## config.mk

```make
export PLATFORM = sky130hd
export DESIGN_NAME = alu_ctrl_unit
export DESIGN_NICKNAME = d
export VERILOG_FILES = /design/src/rtl/alu_ctrl_unit.sv
export SDC_FILE = /design/constraint.sdc
export NUM_CORES = 1
export LEC_CHECK = 0
export CAP_MARGIN = 20
export CORE_MARGIN = 2
export CORE_UTILIZATION = 40
export DETAILED_ROUTE_END_ITERATION = 10
export GPL_ROUTABILITY_DRIVEN = 0
export GPL_TIMING_DRIVEN = 0
export PLACE_DENSITY = 0.67
export SLEW_MARGIN = 20
export SYNTH_ARGS = -nofsm -noshare
export SYNTH_HDL_FRONTEND = slang
export SYNTH_SLANG_ARGS = --single-unit
```

## constraint.sdc

```tcl
create_clock -name clk -period 31.5 [get_ports clk]
set_clock_uncertainty 0.05 [all_clocks]
set_input_delay 9.45 -clock clk [delete_from_list [all_inputs] [get_ports clk]]
set_output_delay 9.45 -clock clk [all_outputs]
set_load 0.01 [all_outputs]
```

## src/rtl/alu_ctrl_unit.sv

```systemverilog
// -----------------------------------------------------------------------------
// alu_ctrl_unit
//
// Execute-stage block for the five-stage MIPS pipeline. It combines the main
// opcode decoder, the ALU-control decoder and the 32-bit ALU. The execute
// result and zero flag are registered once for the EX/MEM boundary.
//
// Ports
//   clk          rising-edge clock
//   rst_n        synchronous active-low reset (clears the registered outputs only)
//   op           instruction opcode, bits [31:26]
//   funct        function field, bits [5:0]
//   readdata1    register operand A
//   readdata2    register operand B
//   imm          sign-extended immediate
//   jump, regdst, alusrc, memtoreg, regwrite, memread, memwrite, branch
//                combinational control word
//   aluop        combinational 2-bit ALU op code
//   aluctrl      combinational 4-bit ALU operation
//   aluresult    combinational ALU result
//   zero         combinational flag, 1 when aluresult is all zeros
//   aluresult_q  aluresult captured at the rising edge
//   zero_q       zero captured at the rising edge
// -----------------------------------------------------------------------------
module alu_ctrl_unit (
    input  logic        clk,
    input  logic        rst_n,
    input  logic [5:0]  op,
    input  logic [5:0]  funct,
    input  logic [31:0] readdata1,
    input  logic [31:0] readdata2,
    input  logic [31:0] imm,
    output logic        jump,
    output logic        regdst,
    output logic        alusrc,
    output logic        memtoreg,
    output logic        regwrite,
    output logic        memread,
    output logic        memwrite,
    output logic        branch,
    output logic [1:0]  aluop,
    output logic [3:0]  aluctrl,
    output logic [31:0] aluresult,
    output logic        zero,
    output logic [31:0] aluresult_q,
    output logic        zero_q
);

    // Opcodes recognised by the main decoder.
    localparam logic [5:0] OP_RTYPE = 6'b000000;
    localparam logic [5:0] OP_LW    = 6'b100011;
    localparam logic [5:0] OP_SW    = 6'b101011;
    localparam logic [5:0] OP_BEQ   = 6'b000100;
    localparam logic [5:0] OP_ADDI  = 6'b001000;
    localparam logic [5:0] OP_J     = 6'b000010;

    // R-type function codes.
    localparam logic [5:0] FN_ADD = 6'b100000;
    localparam logic [5:0] FN_SUB = 6'b100010;
    localparam logic [5:0] FN_AND = 6'b100100;
    localparam logic [5:0] FN_OR  = 6'b100101;
    localparam logic [5:0] FN_SLT = 6'b101010;
    localparam logic [5:0] FN_NOR = 6'b100111;

    // ALU op codes from the main decoder.
    localparam logic [1:0] ALUOP_ADD   = 2'b00;
    localparam logic [1:0] ALUOP_SUB   = 2'b01;
    localparam logic [1:0] ALUOP_FUNCT = 2'b10;

    // ALU operations.
    localparam logic [3:0] ALU_AND = 4'b0000;
    localparam logic [3:0] ALU_OR  = 4'b0001;
    localparam logic [3:0] ALU_ADD = 4'b0010;
    localparam logic [3:0] ALU_SUB = 4'b0110;
    localparam logic [3:0] ALU_SLT = 4'b0111;
    localparam logic [3:0] ALU_NOR = 4'b1100;

    // -------------------------------------------------------------------------
    // Main decoder
    // -------------------------------------------------------------------------
    always_comb begin
        jump     = 1'b0;
        regdst   = 1'b0;
        alusrc   = 1'b0;
        memtoreg = 1'b0;
        regwrite = 1'b0;
        memread  = 1'b0;
        memwrite = 1'b0;
        branch   = 1'b0;
        aluop    = ALUOP_ADD;
        case (op)
            OP_RTYPE: begin
                regdst   = 1'b1;
                regwrite = 1'b1;
                aluop    = ALUOP_FUNCT;
            end
            OP_LW: begin
                alusrc   = 1'b1;
                memtoreg = 1'b1;
                regwrite = 1'b1;
                memread  = 1'b1;
            end
            OP_SW: begin
                alusrc   = 1'b1;
                memwrite = 1'b1;
            end
            OP_BEQ: begin
                branch   = 1'b1;
                aluop    = ALUOP_SUB;
            end
            OP_ADDI: begin
                alusrc   = 1'b1;
                regwrite = 1'b1;
            end
            OP_J: begin
                jump     = 1'b1;
            end
            default: begin
                // Unknown opcodes behave as a NOP: everything stays low.
            end
        endcase
    end

    // -------------------------------------------------------------------------
    // ALU control
    // -------------------------------------------------------------------------
    always_comb begin
        aluctrl = ALU_ADD;
        case (aluop)
            ALUOP_SUB:   aluctrl = ALU_SUB;
            ALUOP_FUNCT: begin
                case (funct)
                    FN_ADD:  aluctrl = ALU_ADD;
                    FN_SUB:  aluctrl = ALU_SUB;
                    FN_AND:  aluctrl = ALU_AND;
                    FN_OR:   aluctrl = ALU_OR;
                    FN_SLT:  aluctrl = ALU_SLT;
                    FN_NOR:  aluctrl = ALU_NOR;
                    default: aluctrl = ALU_ADD;
                endcase
            end
            default:     aluctrl = ALU_ADD;   // 00 and 11 both add
        endcase
    end

    // -------------------------------------------------------------------------
    // ALU datapath
    // -------------------------------------------------------------------------
    logic [31:0] operand_a;
    logic [31:0] operand_b;
    logic [31:0] and_bits;
    logic [31:0] or_bits;
    logic [31:0] nor_bits;
    logic [31:0] sum_val;
    logic [31:0] diff_val;
    logic        slt_bit;

    assign operand_a = readdata1;
    assign operand_b = alusrc ? imm : readdata2;

    // Bitwise lanes, one per bit.
    genvar gi;
    generate
        for (gi = 0; gi < 32; gi++) begin : g_bit_lane
            assign and_bits[gi] = operand_a[gi] & operand_b[gi];
            assign or_bits[gi]  = operand_a[gi] | operand_b[gi];
            assign nor_bits[gi] = ~(operand_a[gi] | operand_b[gi]);
        end
    endgenerate

    // Wrap-around arithmetic; carries and overflow are simply dropped.
    assign sum_val  = operand_a + operand_b;
    assign diff_val = operand_a - operand_b;

    // Signed less-than: when the signs differ the negative operand is smaller,
    // otherwise the subtraction cannot overflow and its sign bit decides.
    assign slt_bit = (operand_a[31] ^ operand_b[31]) ? operand_a[31] : diff_val[31];

    always_comb begin
        aluresult = 32'd0;
        case (aluctrl)
            ALU_AND: aluresult = and_bits;
            ALU_OR:  aluresult = or_bits;
            ALU_ADD: aluresult = sum_val;
            ALU_SUB: aluresult = diff_val;
            ALU_SLT: aluresult = {31'd0, slt_bit};
            ALU_NOR: aluresult = nor_bits;
            default: aluresult = 32'd0;
        endcase
    end

    assign zero = ~|aluresult;

    // -------------------------------------------------------------------------
    // EX/MEM capture
    // -------------------------------------------------------------------------
    logic [31:0] aluresult_reg;
    logic        zero_reg;
    logic [31:0] aluresult_next;
    logic        zero_next;

    assign aluresult_next = aluresult;
    assign zero_next      = zero;

    always_ff @(posedge clk) begin
        if (!rst_n) begin
            aluresult_reg <= 32'd0;
            zero_reg      <= 1'b0;
        end else begin
            aluresult_reg <= aluresult_next;
            zero_reg      <= zero_next;
        end
    end

    assign aluresult_q = aluresult_reg;
    assign zero_q      = zero_reg;

endmodule

```

==> impl_metrics.ini <==
[route]
firstDrtPassIters = 5
drc = 0
finalWirelength_um = 32300
viasPerCell = 6.13
ant_nets = 0
routedWlPerCell_um = 20.6
drt_iter0_markers = 1315
vias = 9613

[setup_path]
crit_arrival_ns = 17.61
worstPathMaxFanout = 10
worst-path-buf-inv = 8
cp-end-kind = output port
slowest_delay_ns = 0.72
critPathLaunchType = input port
crit_required_ns = 22.00
worstSetupPathType = input port to output port
cp_common_cell = nor2_1
critical-path-top-delay-family = simple AND/OR/NAND/NOR gates
cpMaxStageDelayCell = a2111oi_0

[global_route]
grt_pass1_vias = 8711
grt_pass1_wl_um = 48800
gr-total-overflow = 0
antenna_found_initial = 0
grt_use_total_pct = 31.0
grt_max_degree = 12

[synthesis]
synth_cell_types = 89
synth_top_area_cell = ha_1
synthCells = 1136
synth_top_area_share_pct = 18.0
synth_top_flop_cell = dfxtp_1
yosysWarnings = 0
ys_top_cells_by_area = ha_1 (18%), dfxtp_1 (8.7%), nand2_1 (8.5%)
synth-seq-cells = 33
synth_fp_nets = 1358
synth-edff-count = 0
yosysSeqAreaShare_pct = 8.71
syn_area_per_cell_um2 = 6.68
synthArstFlopShare_pct = 0
synth_area_mm2 = 0.00759

[run]
cap_viol_max_count = 0

[clocking]
postCtsSetupBuffers = 0
cts_hold_buf = 0
cts_tree = done
clockBufferDepth = 2
clockRootBuffer = clkbuf_16
cts_buffers = 5
cts_num_sinks = 33
htreeDepth = 2
clkSlewWorstSetupHoldPaths_ns = 0.06
ctsResizeCount = 0

[floorplanning]
pin_count = 190
core_area_mm2 = 0.0186
fp.dieW_um = 142
die_y_um = 142
row_count = 50
fp.dieArea_mm2 = 0.0201
initial_core_util_pct = 40.7

[sta]
tns_ns = 0
fin_crit_sh_pct = 86.1
final-max-slew-violation-count = 0
period_minus_slack_ns = 27.11
worst_slack_ns = 4.39
setup_viol = 0
relSlewSlack_pct = 33.7
max_slew.worst_pin.slew_ns = 0.994
rsz0062_at_grt = no
hold_viol = 0
max_freq_mhz = 36.9

[layout]
drive_above_1_share_pct = 5.18
instances_no_fill = 1567
nets = 1554
fillCellCount = 1887
antenna_cells = 0
syn_to_final_growth_pct = 30.7

[run_status]
status = completed

[placement]
numPortBuffers = 189
place_inst = 1559
place_hpwl_um = 25600
post-place-ws_ns = 4.68

[power]
pwr_density_cell_mw_per_mm2 = 28.9
peakVddDrop_v = 0.0000187
p_leak_nw = 4.39

[min_path]
hold_path_class = input port to register
==> flip-flops by register name, summed over array words and instances (netlist names) <==
signal and flops:
aluresult_q 32, zero_q 1
==> worst paths after layout <==
check	start	endpoint	slack [ns]	depth (start not counted)
min	rst_n	zero_q	9.93	3
max	op[0]	zero	4.39	31
==> layer usage <==
layer  vias to the layer above  share of wire [%]  GRT usage [%]  wire length (um)
met3                       103                 13           7.26              4100
met4                         0                4.0           10.2              1290
li1                       4461                  -              -                 -
met1                      4406                 42           42.1             13400
met2                       643                 42           48.3             13400
met5                         -                  0              0                 0
==> synth_stat cells, drive strengths merged, types with 12 or more instances <==
library cell	number
o211ai	12
nor4	14
clkbuf	39
buf	25
o21ai	64
and2	28
nand4	19
o31ai	12
nor2	84
a211oi	14
inv	113
nor2b	14
a21o	15
ha	109
nand3	21
nand2	172
nor3	36
nand2b	16
a21oi	83
dfxtp	33
==> placed cells by master (no fill, tap or decap), types with 9 or more instances in the layout <==
cell type and instances:
ha_1 109, nor2_1 84, nor2b_1 14, and3_1 11
a221o_1 9, o31ai_1 11, nand4_1 18, o221ai_1 10
a211oi_1 12, nor4_1 14, a21o_1 15, o21ai_0 55
o211ai_1 12, a31oi_1 10, buf_2 16, clkdlybuf4s50_1 189
a22o_1 9, inv_1 106, dfxtp_1 33, a21oi_1 82
nand3_1 21, mux2i_1 11, nand2_1 172, clkbuf_1 39
and2_1 28, nor3_1 33, nand2b_1 16
==> worst min-delay path, delay by kind of cell <==
kind          cells  cell delay (ns)
simple gates      1             0.07
buf+inv           2             0.69
==> power breakdown <==
part	internal, W	switching [W]	total, W
Sequential	0.0000473	0.00000129	0.0000486
Clock	0.0000290	0.0000190	0.0000479
Combinational	0.0000818	0.000108	0.000190
Total	0.000158	0.000128	0.000286
==> metrics by stage <==
step / hold slack (ns) / power, W / utilization [%] / instance area [um^2]
3_5_place_dp: 10.13 / 0.000233 / 52.4 / 9770
5_1_grt: 9.94 / 0.000303 / 53.2 / 9910
2_1_floorplan: 9.59 / 0.000154 / - / 7590
6_report: 9.93 / 0.000286 / 53.2 / 9910
3_3_place_gp: 10.13 / 0.000232 / 52.4 / 9770
4_1_cts: 9.91 / 0.000281 / 53.2 / 9910
==> cell families after synthesis <==
group / Yosys count / synth area share (%)
multiplexers: 11 / 1.45
buffers and inverters: 177 / 9.22
XOR/XNOR: 5 / 0.577
flip-flops: 33 / 8.71
AND/OR/NAND/NOR: 458 / 29.7
adder cells (fa/ha/maj): 112 / 18.8
AO/OA/AOI/OAI: 340 / 31.6
==> area by class of cell <==
| cell class | instances | area, um^2 | share of cell area [%] |
|---|---|---|---|
| multi-input combinational | 926 | 6230 | 62.8 |
| timing repair buffer | 189 | 1890 | 19.1 |
| clock inverter | 3 | 17.5 | 0.177 |
| buffer | 64 | 275 | 2.78 |
| clock buffer | 5 | 125 | 1.26 |
| sequential | 33 | 661 | 6.66 |
| tap | 234 | 293 | 2.95 |
| inverter | 113 | 424 | 4.28 |
(Power assumes the default switching activity.)
